File: config.mk
export PLATFORM = sky130hd
export DESIGN_NAME = input_buffer
export DESIGN_NICKNAME = d
export VERILOG_FILES = /design/src/rtl/input_buffer.sv
export SDC_FILE = /design/constraint.sdc
export NUM_CORES = 1
export LEC_CHECK = 0
export ABC_AREA = 1
export ABC_CLOCK_PERIOD_IN_PS = 6010
export CORE_MARGIN = 4
export CORE_UTILIZATION = 30
export DETAILED_ROUTE_END_ITERATION = 10
export HOLD_SLACK_MARGIN = 0.08
export PLACE_DENSITY_LB_ADDON = 0.15
export SLEW_MARGIN = 20
export SYNTH_ARGS = -nofsm -noshare
export SYNTH_HDL_FRONTEND = slang
export SYNTH_SLANG_ARGS = --single-unit
File: constraint.sdc
create_clock -name clk -period 6.01 [get_ports clk]
set_clock_uncertainty 0.1 [all_clocks]
set_input_delay 1.202 -clock clk [delete_from_list [all_inputs] [get_ports clk]]
set_output_delay 1.202 -clock clk [all_outputs]
set_load 0.02 [all_outputs]
File: src/rtl/input_buffer.sv
// Per-port input flit FIFO for the mesh NoC router: in-order storage with
// registered read data and full/empty status derived from an occupancy count.
module input_buffer #(
    parameter int DATA_WIDTH = 8,
    parameter int RAM_DEPTH  = 8
) (
    input  logic                  clk,
    input  logic                  rst,
    input  logic                  wr_en,
    input  logic                  rd_en,
    input  logic [DATA_WIDTH-1:0] data_in,
    output logic [DATA_WIDTH-1:0] data_out,
    output logic                  full,
    output logic                  empty
);

    localparam int PTR_W = (RAM_DEPTH > 1) ? $clog2(RAM_DEPTH) : 1;
    localparam int CNT_W = $clog2(RAM_DEPTH + 1);
    localparam logic [PTR_W-1:0] PTR_LAST  = PTR_W'(RAM_DEPTH - 1);
    localparam logic [CNT_W-1:0] CNT_FULL  = CNT_W'(RAM_DEPTH);

    logic [DATA_WIDTH-1:0] mem [RAM_DEPTH];

    logic [PTR_W-1:0] wr_ptr_reg, wr_ptr_next;
    logic [PTR_W-1:0] rd_ptr_reg, rd_ptr_next;
    logic [CNT_W-1:0] count_reg, count_next;
    logic             wr_acc;
    logic             rd_acc;

    assign full  = (count_reg == CNT_FULL);
    assign empty = (count_reg == '0);

    // A write while full is still legal when a read frees the slot in the same edge.
    assign wr_acc = wr_en && (!full || rd_en);
    assign rd_acc = rd_en && !empty;

    always_comb begin
        wr_ptr_next = wr_ptr_reg;
        rd_ptr_next = rd_ptr_reg;
        count_next  = count_reg;
        if (wr_acc) begin
            wr_ptr_next = (wr_ptr_reg == PTR_LAST) ? '0 : wr_ptr_reg + PTR_W'(1);
        end
        if (rd_acc) begin
            rd_ptr_next = (rd_ptr_reg == PTR_LAST) ? '0 : rd_ptr_reg + PTR_W'(1);
        end
        case ({wr_acc, rd_acc})
            2'b10:   count_next = count_reg + CNT_W'(1);
            2'b01:   count_next = count_reg - CNT_W'(1);
            default: count_next = count_reg;
        endcase
    end

    always_ff @(posedge clk or negedge rst) begin
        if (!rst) begin
            wr_ptr_reg <= '0;
            rd_ptr_reg <= '0;
            count_reg  <= '0;
        end else begin
            wr_ptr_reg <= wr_ptr_next;
            rd_ptr_reg <= rd_ptr_next;
            count_reg  <= count_next;
        end
    end

    // Storage is left uninitialised on reset so it can map onto block RAM.
    always_ff @(posedge clk) begin
        if (wr_acc) begin
            mem[wr_ptr_reg] <= data_in;
        end
    end

    always_ff @(posedge clk or negedge rst) begin
        if (!rst) begin
            data_out <= '0;
        end else if (rd_acc) begin
            data_out <= mem[rd_ptr_reg];
        end
    end

endmodule

==> impl_summary.md, run 1 <==
Outcome
The run finished with clean final reports.

Global route
The number of global-route vias before repair is ~2500. Global routing finished with a remaining overflow of 0. The number of antenna violations at the first check in global routing came to 0. Entering global routing, the biggest net connects 35 pins. Across every metal layer, demand over resource in global routing totals 0.126. The first global-routing pass estimated approximately 14000 µm of wire.

Cells and area
The share of post-route cells with drive strength above 1 is 0.107. The net count of the finished layout is between 400 and 500. The area growth from synthesis to layout is 17.1%.

The finished layout holds 560 standard cells, fillers aside. The register with the most flip-flops in the layout has 64 of them. The number of antenna repair diodes is 0.

Min path
The worst min-delay path startpoint is data_out[4]. In this run the worst hold path is classified as flop to flop. The worst hold path passes through 2 cells. The end point of the most critical hold path is data_out[4].

Worst setup path
Measured in cells, the most critical reg-to-reg path has a length of 12. The largest driver fanout on the critical path is 5. The data required time of the worst path is around 4.7 ns.

The setup slack of the most critical reg-to-reg path is ~3.8 ns. The endpoint of the lowest-slack register-to-register path is count_reg[3]. The startpoint of the lowest-slack register-to-register path is count_reg[1]. The data arrival time of the critical path is 1.72 ns.

The worst setup path is captured at an output port. The startpoint type of the worst setup path is a flop. The worst setup path is of the flop to output port kind.

Synthesis
The net count of the mapped netlist is 386. The mapped cell area is between 3000 and 4000 µm². The average cell area after synthesis is just over 10 µm².

The number of synthesized register bits is 82. In this run, synthesis inferred 64 flip-flops with an integrated enable. The number of distinct standard cells referenced by the synthesized netlist is 28. The proportion of synthesized flip-flops having asynchronous set or reset is 0.220.

After synthesis, the cell types taking the most area are sky130_fd_sc_hd__edfxtp_1 (51%), sky130_fd_sc_hd__dfrtp_1 (12%), sky130_fd_sc_hd__nand2_1 (11%). Among all flip-flop cells after synthesis, the most frequent one is sky130_fd_sc_hd__edfxtp_1. sky130_fd_sc_hd__nand2_1 is the most common cell in the netlist. The commonest cells after synthesis are sky130_fd_sc_hd__nand2_1 (110), sky130_fd_sc_hd__edfxtp_1 (64), sky130_fd_sc_hd__inv_1 (62), sky130_fd_sc_hd__nand3_1 (44), sky130_fd_sc_hd__dfrtp_1 (18). The top cell type's share of synthesized area is 0.512. The number of warning messages in the yosys log is 0. The share of the Yosys chip area taken by registers is 0.632. Synthesis produced roughly 370 cells. The largest total area in the synthesized netlist belongs to sky130_fd_sc_hd__edfxtp_1.

Drt
The violation count after the first detailed-routing iteration is 180. The first-pass iteration count of the detailed router is 4. The aggregate routed wire length is 8330 µm.

The count of nets left with antenna violations once routing finished came out at 0. After detailed routing, the number of vias per cell comes to between 4 and 5. The count of vias placed by the detailed router is roughly 2400. In the final routed layout, each cell accounts on average for ~15 µm.

The count of unresolved DRC violations after routing is 0.

Clocking
The clock reaches the later pin of the worst-skew pair after about 0.33 ns. The number of CTS-inserted buffers is 9. The clock slew seen by the registers of the worst setup and hold paths is ~0.060 ns.

The quantity of hold-fixing buffers added after cts is 0. The number of setup buffers added after CTS is 0. The number of sinks handled by clock tree synthesis is 82. The total of cells resized after clock tree synthesis is 0. The H-tree level count is 3. The maximum clock insertion buffer count is 2. The root cell of the clock tree is sky130_fd_sc_hd__clkbuf_16. The CTS tree is done.

Floorplanning
The area of the die is around 14000 µm². The overall die width is approximately 120 µm. Row generation in the floorplan step produced 40 rows. The initial utilization of the core area, before any placement, comes to 0.310. During I/O placement, the number of pins put on the boundary was 22. The floorplan step defined a core boundary enclosing approximately 12000 µm². The die outline height is roughly 120 µm.

Placement
After detailed placement, the design holds a cell count of 544. At the end of routability-driven placement, the weighted congestion stood at roughly 0.82. The detailed-placement wirelength estimate is 5780 µm. Input and output buffers added on the ports amount to 21.

STA
The setup-violating endpoint count in the final report is 0. The shortest clock period the worst path allows after layout is ~3.0 ns. The slew at the pin closest to its max-slew limit is 0.834 ns. The final number of hold-violating endpoints is 0. For the final routed database, the setup TNS stands at 0 ns. The worst hold margin is between 0.3 and 0.4 ns. Based on the critical path, the design can be clocked at up to between 300 and 400 MHz. The final clock period utilization by the worst path is 0.503. Setup repair after global routing left no endpoint under its margin. In this run the tightest slew margin relative to its limit is 0.442. The number of pins exceeding their max-slew limit in the final report is 0.

Power
The worst voltage drop across the vdd grid is between 0.0001 and 0.00015 V. Summed over all cells, the static leakage comes to 1.90 nW. The cell area power density is 480 nW/µm².

Flow run
The tool flagged a number of max-cap violations equal to 0.
layout by cell type (no fill, tap or decap), drive strengths merged, types with 2 or more instances in the layout:
master and instances:
edfxtp 64, clkbuf 10, ha 7, nand2 122, bufinv 2, o21ai 8
dfrtp 18, clkdlybuf4s50 21, nor2 10, nand3 53, inv 65, clkinv 4
power breakdown:
group | leakage (nW) | internal, W | switching [W]
logic | 0.954 | 0.000250 | 0.000467
registers | 0.800 | 0.000735 | 0.0000877
clock network | 0.150 | 0.000361 | 0.000211
stage by stage:
step                instance area (µm²)   util  setup WS (ns)  total power [W]
floorplan                          3760      -           3.31          0.00135
global placement                   4090  0.337           2.73          0.00156
detailed placement                 4090  0.337           2.71          0.00156
CTS                                4400  0.363           2.98          0.00214
global route                       4400  0.363           2.89          0.00228
finish                             4400  0.363           2.99          0.00211
kinds of logic after synthesis:
family,count (synthesis),share of synthesized area
DFF,82,0.632
buffers and inverters,78,0.0939
adders and majority gates,8,0.0286
xor gates and xnor gates,2,0.00466
AOI/OAI and AO/OA,8,0.0117
and+or+nand+nor,188,0.230
routing by layer:
| layer | part of all wire | global-route usage | vias up | routed length (µm) |
|---|---|---|---|---|
| met4 | 0.0090 | 0.0365 | 0 | 75 |
| met5 | 0 | 0 | - | 0 |
| li1 | - | - | 1211 | - |
| met1 | 0.48 | 0.175 | 1095 | 4020 |
| met3 | 0.047 | 0.0344 | 5 | 391 |
| met2 | 0.46 | 0.194 | 50 | 3840 |
critical path: stages, from the launching register on:
cell and delay, ns:
sky130_fd_sc_hd__dfrtp_1 0.45, sky130_fd_sc_hd__nor4_1 0.29, sky130_fd_sc_hd__clkdlybuf4s50_1 0.65
how the worst max path moves through the flow:
stage,startpoint,end,slack [ns]
after global routing,rd_en,count_reg[3],2.89
final,count_reg[0],full,2.99
after floorplan,rd_en,count_reg[3],3.31
after detailed placement,rd_en,mem[5][3],2.71
after global placement,rd_en,count_reg[3],2.73
after CTS,count_reg[0],full,2.98
final cells by class:
cell class	count	area, µm²
clock buffers	10	229
clock inverters	6	81.3
fillers	1229	7710
inverters	66	255
multi-input cells	206	1030
flip-flops and latches	82	2370
well taps	168	210
repair buffers	22	218
No activity file was read; power rests on OpenSTA's default activity.
==> inputs of run 2 (changes only) <==
--- a/config.mk
+++ b/config.mk
@@ -6,7 +6,7 @@
 export NUM_CORES = 1
 export LEC_CHECK = 0
 export ABC_AREA = 1
-export ABC_CLOCK_PERIOD_IN_PS = 6010
+export ABC_CLOCK_PERIOD_IN_PS = 2450
 export CORE_MARGIN = 4
 export CORE_UTILIZATION = 30
 export DETAILED_ROUTE_END_ITERATION = 10
==> constraint.sdc (replaced) <==
create_clock -name clk -period 2.45 [get_ports clk]
set_clock_uncertainty 0.1 [all_clocks]
set_input_delay 0.49 -clock clk [delete_from_list [all_inputs] [get_ports clk]]
set_output_delay 0.49 -clock clk [all_outputs]
set_load 0.02 [all_outputs]
==> impl_summary.md, run 2 (synthesized netlist as in run 1, its figures left out) <==
Cells and area
The count of filler cells inserted in the layout is about 1300. The net count of the finished layout is 428. In the final layout, the multi-input gates occupy about 1000 µm². In the final layout, the share of cells above drive strength 1 is 0.153. The commonest non-fill, non-tap cell in the layout is sky130_fd_sc_hd__nand2_1. Summing all flip-flop and latch instances after layout gives 2370 µm². Once layout is complete, the utilization of the core stands at 0.377. The top cell types in the final layout, fill and taps aside, are sky130_fd_sc_hd__nand2_1 (110), sky130_fd_sc_hd__edfxtp_1 (64), sky130_fd_sc_hd__inv_1 (62), sky130_fd_sc_hd__nand3_1 (44), sky130_fd_sc_hd__buf_4 (22). The register with the most flip-flops in the layout has 64 of them. From synthesis to final layout, the design area changed by 21.6%. 0 antenna diodes ended up in the layout.

Power
The cell area power density is roughly 1200 nW/µm². The combinational power share is 0.358. Cell internal power was estimated by the tool at between 0.003 and 0.004 W. The worst voltage drop across the vdd grid is ~0.00034 V.

Of the total power, registers draw 0.371. The fraction of power spent switching nets is 0.357. The share of total power dissipated in the clock network is 0.271. The net switching power of the design is roughly 0.0019 W.

Summed over all cells, the static leakage comes to between 2 and 2.5 nW.

Clocking
After clock tree synthesis, the clock-pin slew on the worst setup and hold paths is ~0.060 ns. In this run, post-CTS hold repair placed 0 buffers. The root cell of the clock tree is sky130_fd_sc_hd__clkbuf_16.

Clock tree synthesis found a total of 82 sinks. The total of cells resized after clock tree synthesis is 0. The number of CTS-inserted buffers is 9. The H-tree was split into 3 levels. The maximum clock insertion buffer count is 2. The CTS tree is done.

The clock reaches the later pin of the worst-skew pair after 0.34 ns. The number of setup buffers added after CTS is 0.

STA
The final clock period utilization by the worst path is 0.939. The final number of hold-violating endpoints is 0. The aggregate negative setup slack is 0 ns. The shortest clock period the worst path allows after layout is approximately 2.3 ns. The worst hold margin is about 0.38 ns. Based on the critical path, the design can be clocked at up to 435 MHz.

Setup repair after global routing left no endpoint under its margin. The slew at the pin closest to its max-slew limit is between 0.3 and 0.4 ns. The worst-case headroom to the max-slew limit is 0.738. The number of pins exceeding their max-slew limit in the final report is 0. The setup-violating endpoint count in the final report is 0.

Drt
The mean routed wirelength per cell is around 14 µm. The final route contains around 2500 vias. After detailed routing, the number of vias per cell comes to about 4.2. The number of antenna-violating nets in the routed design is 0. Summed over all layers, the routed wires come to a little over 8000 µm. The violation count after the first detailed-routing iteration is 104.

The count of unresolved DRC violations after routing is 0. The first detailed-routing pass ran for 4 iterations.

Outcome
The run finished with clean final reports.

Global route
The first global-routing pass estimated approximately 13000 µm of wire. The number of global-route vias before repair is around 2400. The number of antenna violations at the first check in global routing was 0. The overall track demand over capacity in global routing is 0.125. The total global routing overflow is 0.

The largest net degree at the start of global routing is 35.

Worst setup path
The critical path is of the flop to output port type. The largest individual stage delay along the critical path comes from the cell sky130_fd_sc_hd__clkdlybuf4s50_1. The type of element capturing the critical path is an output port.

Along the worst path, the maximum fanout reaches 5. The critical path goes through nor4_1 -> clkdlybuf4s50_1. STA classifies the critical path startpoint as a flop. STA puts the critical path data arrival time at 1.71 ns. The maximum cell stage delay along the critical path is 0.65 ns.

The data required time of the worst path is roughly 1.9 ns.

Placement
The detailed-placement wirelength estimate is ~5400 µm. In this run the tool buffered the top-level ports with 21 buffer cells. The placer's final routability congestion estimate is between 0.7 and 0.8.

Floorplanning
The starting density of the core is 0.310. The die covers between 10000 and 15000 µm². The die outline height is around 120 µm.

In this run the core area contains 40 standard-cell rows. 22 I/O pins were placed. The region available for standard cell placement spans 12100 µm². From left edge to right edge, the die measures 120 µm.

Flow run
The tool flagged a number of max-cap violations equal to 0.

Min path
The kind of path behind the tightest hold check is input port to asynchronous set/reset pin.
## run 2: cell type report
type,instances,area share
repair buffers,43,0.0822
multi-input cells,206,0.226
flip-flops and latches,82,0.520
clock inverters,4,0.0164
clock buffers,12,0.0540
well taps,168,0.0460
inverters,66,0.0559
## run 2: stage by stage
stage | cells | instance area, µm² | setup WS (ns) | power, W
final | 581 | 4570 | 0.150 | 0.00535
after global routing | 581 | 4570 | 0.0410 | 0.00575
after CTS | 581 | 4570 | 0.123 | 0.00543
after detailed placement | 565 | 4240 | 0.0411 | 0.00396
after global placement | 565 | 4240 | 0.0634 | 0.00393
after floorplan | 366 | 3760 | 0.298 | 0.00332
## run 2: final timing paths
check | start | end | slack (ns) | cells after the start
min in group clk | data_out[5] | data_out[5] | 0.39 | 2
worst min-delay path | rst | data_out[3] | 0.38 | 2
worst max register to register | count_reg[1] | count_reg[3] | 0.44 | 12
max in group asynchronous | rst | count_reg[2] | 1.66 | 2
worst min register to register | data_out[5] | data_out[5] | 0.39 | 2
worst max-delay path | count_reg[1] | full | 0.15 | 2
## run 2: routing by layer
metal / global-route usage / share of wire / wire (µm)
met1: 0.162 / 0.50 / 4100
met2: 0.198 / 0.45 / 3740
met3: 0.0335 / 0.031 / 256
met4: 0.0537 / 0.020 / 162
met5: 0 / 0 / 0
## run 2: power groups by stage
stage | Sequential (W) | Clock, W | Combinational, W
after global routing | 0.00202 | 0.00156 | 0.00217
after global placement | 0.00201 | 0 | 0.00192
after floorplan | 0.00203 | 0 | 0.00129
final | 0.00198 | 0.00145 | 0.00191
after CTS | 0.00199 | 0.00149 | 0.00195
after detailed placement | 0.00201 | 0 | 0.00195
## run 2: critical path, delay by kind of cell (launching register included)
| family | cells | cell delay [ns] |
|---|---|---|
| buf+inv | 1 | 0.65 |
| flops | 1 | 0.43 |
| simple gates | 1 | 0.30 |
